File: src/rtl/term_pkg.sv
// term_pkg: shared constants, decoder states and line buffer type for term_line_ctrl.
package term_pkg;
    localparam int N_POS = 4;
    localparam logic [7:0] ASCII_ESC    = 8'h1B;
    localparam logic [7:0] ASCII_LBRACK = 8'h5B;
    localparam logic [7:0] ASCII_BS     = 8'h08;
    localparam logic [7:0] ASCII_CR     = 8'h0D;
    localparam logic [7:0] ASCII_SPACE  = 8'h20;
    localparam logic [7:0] ASCII_TILDE  = 8'h7E;
    localparam logic [7:0] ASCII_C      = 8'h43;
    localparam logic [7:0] ASCII_D      = 8'h44;
    localparam logic [7:0] ASCII_3      = 8'h33;
    localparam logic [7:0] ASCII_US     = 8'h5F;

    typedef enum logic [2:0] {S_IDLE, S_ESC, S_CSI, S_CSI3, S_DEL, S_BS_MOVE} state_t;
    typedef logic [N_POS-1:0][7:0] line_t;

    function automatic logic [1:0] oh2idx(input logic [N_POS-1:0] oh);
        logic [1:0] r;
        r = '0;
        for (int k = 0; k < N_POS; k++) if (oh[k]) r = 2'(k);
        return r;
    endfunction
endpackage

File: src/rtl/disp_scan.sv
// disp_scan: digit scan counter and one-hot digit rotation for the 4-digit display.
// With TERM_CURSOR_BLINK_EN defined, also a blink flag toggling every 64 full scan rounds.
module disp_scan #(
    parameter int SCAN_DIV = 1000
) (
    input  logic       clk,
    input  logic       rst_n,
    output logic [3:0] dig_sel,
    output logic       blink
);
    localparam int CW = (SCAN_DIV > 1) ? $clog2(SCAN_DIV) : 1;
    logic [CW-1:0] cnt;
    logic wrap;
    assign wrap = cnt == CW'(SCAN_DIV - 1);

    always_ff @(posedge clk or negedge rst_n) begin
        if (!rst_n) begin
            cnt <= '0;
            dig_sel <= 4'b0001;
        end else begin
            cnt <= wrap ? '0 : cnt + 1'b1;
            if (wrap) dig_sel <= {dig_sel[2:0], dig_sel[3]};
        end
    end

`ifdef TERM_CURSOR_BLINK_EN
    logic [5:0] rounds;
    // A round completes when the last digit's slot wraps.
    always_ff @(posedge clk or negedge rst_n) begin
        if (!rst_n) begin
            rounds <= '0;
            blink <= 1'b0;
        end else if (wrap && dig_sel[3]) begin
            rounds <= rounds + 1'b1;
            if (&rounds) blink <= ~blink;
        end
    end
`else
    assign blink = 1'b0;
`endif
endmodule

File: src/rtl/term_line_ctrl.sv
// term_line_ctrl: VT100-style byte decoder and 4-position line editor with multiplexed display.
// Cursor blink on the display is enabled by defining TERM_CURSOR_BLINK_EN.
module term_line_ctrl
    import term_pkg::*;
#(
    parameter int SCAN_DIV    = 1000,
    parameter int ESC_TIMEOUT = 4096
) (
    input  logic        clk,
    input  logic        rst_n,
    input  logic [7:0]  inp,
    input  logic        priem,
    output logic        ready,
    output logic [3:0]  cursor,
    output logic [3:0]  dig_sel,
    output logic [7:0]  dig_char,
    output logic        line_done,
    output logic [31:0] line_data,
    output logic        err
);
    localparam int TW = $clog2(ESC_TIMEOUT + 1);

    state_t        st;
    line_t         buffer;
    logic [1:0]    del_i;
    logic [TW-1:0] tcnt;
    logic          blink, acc, in_esc, tout, esc_ok;
    logic [1:0]    idx;

    assign acc    = priem && ready;
    assign in_esc = st inside {S_ESC, S_CSI, S_CSI3};
    assign tout   = in_esc && !acc && tcnt == TW'(ESC_TIMEOUT - 1);
    assign idx    = oh2idx(cursor);
    assign esc_ok = (st == S_ESC && inp == ASCII_LBRACK) ||
                    (st == S_CSI && inp inside {ASCII_C, ASCII_D, ASCII_3}) ||
                    (st == S_CSI3 && inp == ASCII_TILDE);

    disp_scan #(.SCAN_DIV(SCAN_DIV)) u_scan (.clk(clk), .rst_n(rst_n), .dig_sel(dig_sel), .blink(blink));

    always_comb dig_char = (blink && dig_sel == cursor) ? ASCII_US : buffer[oh2idx(dig_sel)];

    always_ff @(posedge clk or negedge rst_n) begin
        if (!rst_n) begin
            st        <= S_IDLE;
            buffer    <= {N_POS{ASCII_SPACE}};
            cursor    <= 4'b0001;
            ready     <= 1'b1;
            line_done <= 1'b0;
            line_data <= {N_POS{ASCII_SPACE}};
            err       <= 1'b0;
            del_i     <= '0;
            tcnt      <= '0;
        end else begin
            line_done <= 1'b0;
            err       <= priem && !ready;
            tcnt      <= (acc || !in_esc) ? '0 : tcnt + 1'b1;
            case (st)
                S_IDLE: if (acc) begin
                    if (inp inside {[ASCII_SPACE:ASCII_TILDE]}) begin
                        buffer[idx] <= inp;
                        if (!cursor[3]) cursor <= cursor << 1;
                    end else if (inp == ASCII_BS && !cursor[0]) begin
                        st    <= S_BS_MOVE;
                        ready <= 1'b0;
                    end else if (inp == ASCII_CR) begin
                        line_data <= buffer;
                        line_done <= 1'b1;
                        buffer    <= {N_POS{ASCII_SPACE}};
                        cursor    <= 4'b0001;
                    end else if (inp == ASCII_ESC) begin
                        st <= S_ESC;
                    end
                end
                S_ESC, S_CSI, S_CSI3: if (acc) begin
                    err <= !esc_ok;
                    st  <= inp == ASCII_ESC ? S_ESC : !esc_ok ? S_IDLE : st == S_ESC ? S_CSI :
                           st == S_CSI3 ? S_DEL : inp == ASCII_3 ? S_CSI3 : S_IDLE;
                    if (st == S_CSI && inp == ASCII_C && !cursor[3]) cursor <= cursor << 1;
                    if (st == S_CSI && inp == ASCII_D && !cursor[0]) cursor <= cursor >> 1;
                    if (esc_ok && st == S_CSI3) begin
                        del_i <= idx;
                        ready <= 1'b0;
                    end
                end else if (tout) begin
                    err <= 1'b1;
                    st  <= S_IDLE;
                end
                S_BS_MOVE: begin
                    cursor <= cursor >> 1;
                    del_i  <= idx - 2'd1;
                    st     <= S_DEL;
                end
                S_DEL: if (del_i == 2'd3) begin
                    buffer[3] <= ASCII_SPACE;
                    ready     <= 1'b1;
                    st        <= S_IDLE;
                end else begin
                    buffer[del_i] <= buffer[del_i + 2'd1];
                    del_i         <= del_i + 2'd1;
                end
                default: st <= S_IDLE;
            endcase
        end
    end
endmodule

File: config.mk
export PLATFORM = sky130hd
export DESIGN_NAME = term_line_ctrl
export DESIGN_NICKNAME = d
export VERILOG_FILES = /design/src/rtl/term_pkg.sv /design/src/rtl/disp_scan.sv /design/src/rtl/term_line_ctrl.sv
export SDC_FILE = /design/constraint.sdc
export NUM_CORES = 1
export LEC_CHECK = 0
export ABC_AREA = 1
export CAP_MARGIN = 30
export CORE_MARGIN = 5
export CORE_UTILIZATION = 55
export DETAILED_ROUTE_END_ITERATION = 8
export PLACE_DENSITY = 0.78
export SLEW_MARGIN = 10
export SYNTH_ARGS = -nofsm -noshare
export SYNTH_HDL_FRONTEND = slang
export SYNTH_SLANG_ARGS = --single-unit
File: constraint.sdc
create_clock -name clk -period 2.4 [get_ports clk]
set_input_delay 0.24 -clock clk [delete_from_list [all_inputs] [get_ports clk]]
set_output_delay 0.24 -clock clk [all_outputs]
set_load 0.02 [all_outputs]
==> impl_metrics.py <==
metrics = {
    "logic_synthesis": {
        "synth_top_family_by_area": "simple AND/OR/NAND/NOR gates",
        "synth-main-ff-cell": "dfrtp_1",
        "async_flop_share_pct": 100,
        "synth-edff-count": 0,
        "yosysTopAreaCell": "dfrtp_1",
        "synth_compound_area_share_pct": 11.9,
        "synth_mux_area_share_pct": 0,
        "synth_xor_xnor_area_share_pct": 0.593,
        "synth_cells": 787,
        "yosys-top-cells-area": "dfrtp_1, nand2_1, dfstp_2, inv_1, nand3_1",
        "synth_fa_ha_area_share_pct": 2.12,
        "synth_cell_types": 43,
        "synth_top_area_share_pct": 39.0,
        "synth.avg_cell_area_um2": 7.50,
        "yosys.area_share.simple_pct": 33.8,
        "synth_fp_nets": 808,
        "ys_seq_elements": 103,
        "syn_area_mm2": 0.00590,
        "yosysSeqAreaShare_pct": 43.9,
        "yosysWarningCount": 0,
    },
    "die": {
        "num_rows": 37,
        "die_w_um": 114,
        "initial_core_util_pct": 56.7,
        "dieArea_mm2": 0.0129,
        "ioPinCount": 62,
        "die_height_um": 114,
        "core_mm2": 0.0104,
    },
    "power": {
        "vdd_ir_drop_max_mv": 0.443,
        "power_leakage_nw": 3.41,
        "p_per_area_mw_per_mm2": 766,
        "total_power_mw": 5.25,
    },
    "timing": {
        "maxSlewHeadroom_pct": 52.7,
        "finalHoldViolations": 0,
        "timing.fmax_ghz": 0.438,
        "layout_min_cycle_time_ns": 2.28,
        "rsz0062_at_grt": "no",
        "finClkSkew_ns": 0.0126,
        "finalMaxSlewViolations": 0,
        "setup_viol": 0,
        "whs_ns": 0.392,
        "worst_pin_slew_ns": 0.709,
        "timing.final.crit_share_pct": 95.1,
    },
    "placement": {
        "io_buffers": 61,
        "dp_hpwl_um": 11700,
        "gp_congestion": 0.982,
        "place_inst": 979,
    },
    "run": {
        "max-cap-violations": 0,
    },
    "clock_network": {
        "cts_tree": "done",
        "numClockSinks": 103,
        "clockBufferDepth": 2,
        "cts_htree_levels": 3,
        "cts_setup_buffers": 0,
        "clkTransAtPathRegs_ns": 0.10,
        "cts_root_buffer": "clkbuf_8",
        "cts_buffers": 9,
        "clkLatencyLatePin_ns": 0.38,
    },
    "layout": {
        "drive_above_1_share_pct": 9.19,
        "final_common_cell": "nand2_1",
        "diodes": 0,
        "layout.nets": 876,
        "final_cell_mix": "nand2_1, dfrtp_1, inv_1",
        "fin_util_pct": 65.8,
        "area_growth_pct": 16.1,
        "final_cells": 996,
    },
    "worst_setup_path": {
        "path_max_fanout": 9,
        "cp-start-kind": "register",
        "cp_data_arrival_time_ns": 2.04,
        "crit_type": "register to output pin",
        "worstSetupEndpointType": "output pin",
        "crit_required_ns": 2.16,
    },
    "grt": {
        "antenna_found_initial": 0,
        "grt_max_degree": 58,
        "grt_pass1_vias": 5304,
        "grt_pass1_wl_um": 25500,
        "grt_overflow_total": 0,
        "track_usage_pct": 24.3,
    },
    "routing": {
        "dr.pass1.iters": 6,
        "wl_per_cell_um": 15.5,
        "vias_per_cell": 5.65,
        "drc": 0,
        "wirelength_um": 15500,
        "vias": 5630,
        "ant_nets": 0,
        "drt_iter0_drc": 515,
    },
    "outcome": {
        "status": "completed",
    },
    "worst_hold_path": {
        "hold_class": "input port to asynchronous set/reset pin",
    },
}
-- flip-flops by register name (all words and copies together) (netlist names), 2 cells and up --
signal,count
buffer,32
tcnt,13
del_i,2
u_scan.dig_sel,4
cursor,4
st,3
u_scan.cnt,10
line_data,32
-- kinds of logic (layout without fill, tap and decap cells) --
| family | after synthesis | after routing |
|---|---|---|
| fa+ha+maj | 10 | 10 |
| compound gates | 124 | 124 |
| buf+inv | 104 | 177 |
| xor+xnor | 4 | 4 |
| simple gates | 442 | 442 |
| flops | 103 | 103 |
-- through the flow --
| step | instance area (um2) | TNS (ns) | worst slack (ns) |
|---|---|---|---|
| 2_1_floorplan | 5900 | 0 | 0.267 |
| 5_1_grt | 6860 | 0 | 0.00173 |
| 3_3_place_gp | 6670 | 0 | 0.0197 |
| 6_report | 6860 | 0 | 0.117 |
| 3_5_place_dp | 6670 | -0.00280 | -0.00280 |
| 4_1_cts | 6860 | 0 | 0.108 |
-- Yosys cell counts (all sizes together) (8+ instances only) --
cell,instances
a21oi,25
a221oi,8
buf,15
dfrtp,92
dfstp,11
ha,10
inv,81
nand2,272
nand3,51
nand4,21
nor2,65
nor3,30
o21ai,72
o22ai,10
-- critical path, cell delays in order (launching register included) --
cell,delay (ns)
dfrtp_1,0.42
inv_1,0.10
a21oi_1,0.07
buf_4,0.17
inv_1,0.18
nor3_1,0.07
a221oi_1,0.28
dlygate4sd2_1,0.38
-- path summary, 6_finish.rpt --
kind	startpoint	cells past startpoint	slack [ns]	to
max in group asynchronous	rst_n	3	1.27	cursor[0]
max reg2reg	del_i[1]	10	0.19	buffer[18]
min	rst_n	2	0.39	line_done
min in group clk	tcnt[0]	1	0.46	tcnt[0]
min reg2reg	tcnt[0]	1	0.46	tcnt[0]
max	u_scan.dig_sel[2]	7	0.12	dig_char[5]
-- layout make-up --
| type | count | area [um2] |
|---|---|---|
| fill | 934 | 3560 |
| clock inverter | 6 | 52.6 |
| timing repair buffer | 77 | 727 |
| sequential | 103 | 2590 |
| clock buffer | 10 | 138 |
| inverter | 84 | 318 |
| multi-input combinational | 580 | 2860 |
| tap | 136 | 170 |
-- where the power goes --
| group | internal [mW] | switching [mW] | leakage, nW |
|---|---|---|---|
| logic | 0.628 | 1.33 | 1.94 |
| registers | 1.99 | 0.257 | 1.37 |
| clock network | 0.422 | 0.631 | 0.0963 |
-- per-layer routing --
layer	GRT usage, %	share of wire, %	vias up	wire length, um
li1	-	-	2709	-
met1	32.7	43	2634	6670
met2	40.0	46	260	7150
met3	4.19	8.6	27	1330
met4	7.61	2.1	0	319
met5	0	0	-	0
-- repair_timing --
| action | CTS | global route |
|---|---|---|
| hold buffers | 1 | 0 |
| resized for setup | 8 | 12 |
| endpoints found under the setup margin | 8 | 22 |
| hold endpoints to repair | 36 | 0 |
Power figures use the tool's default switching activity.
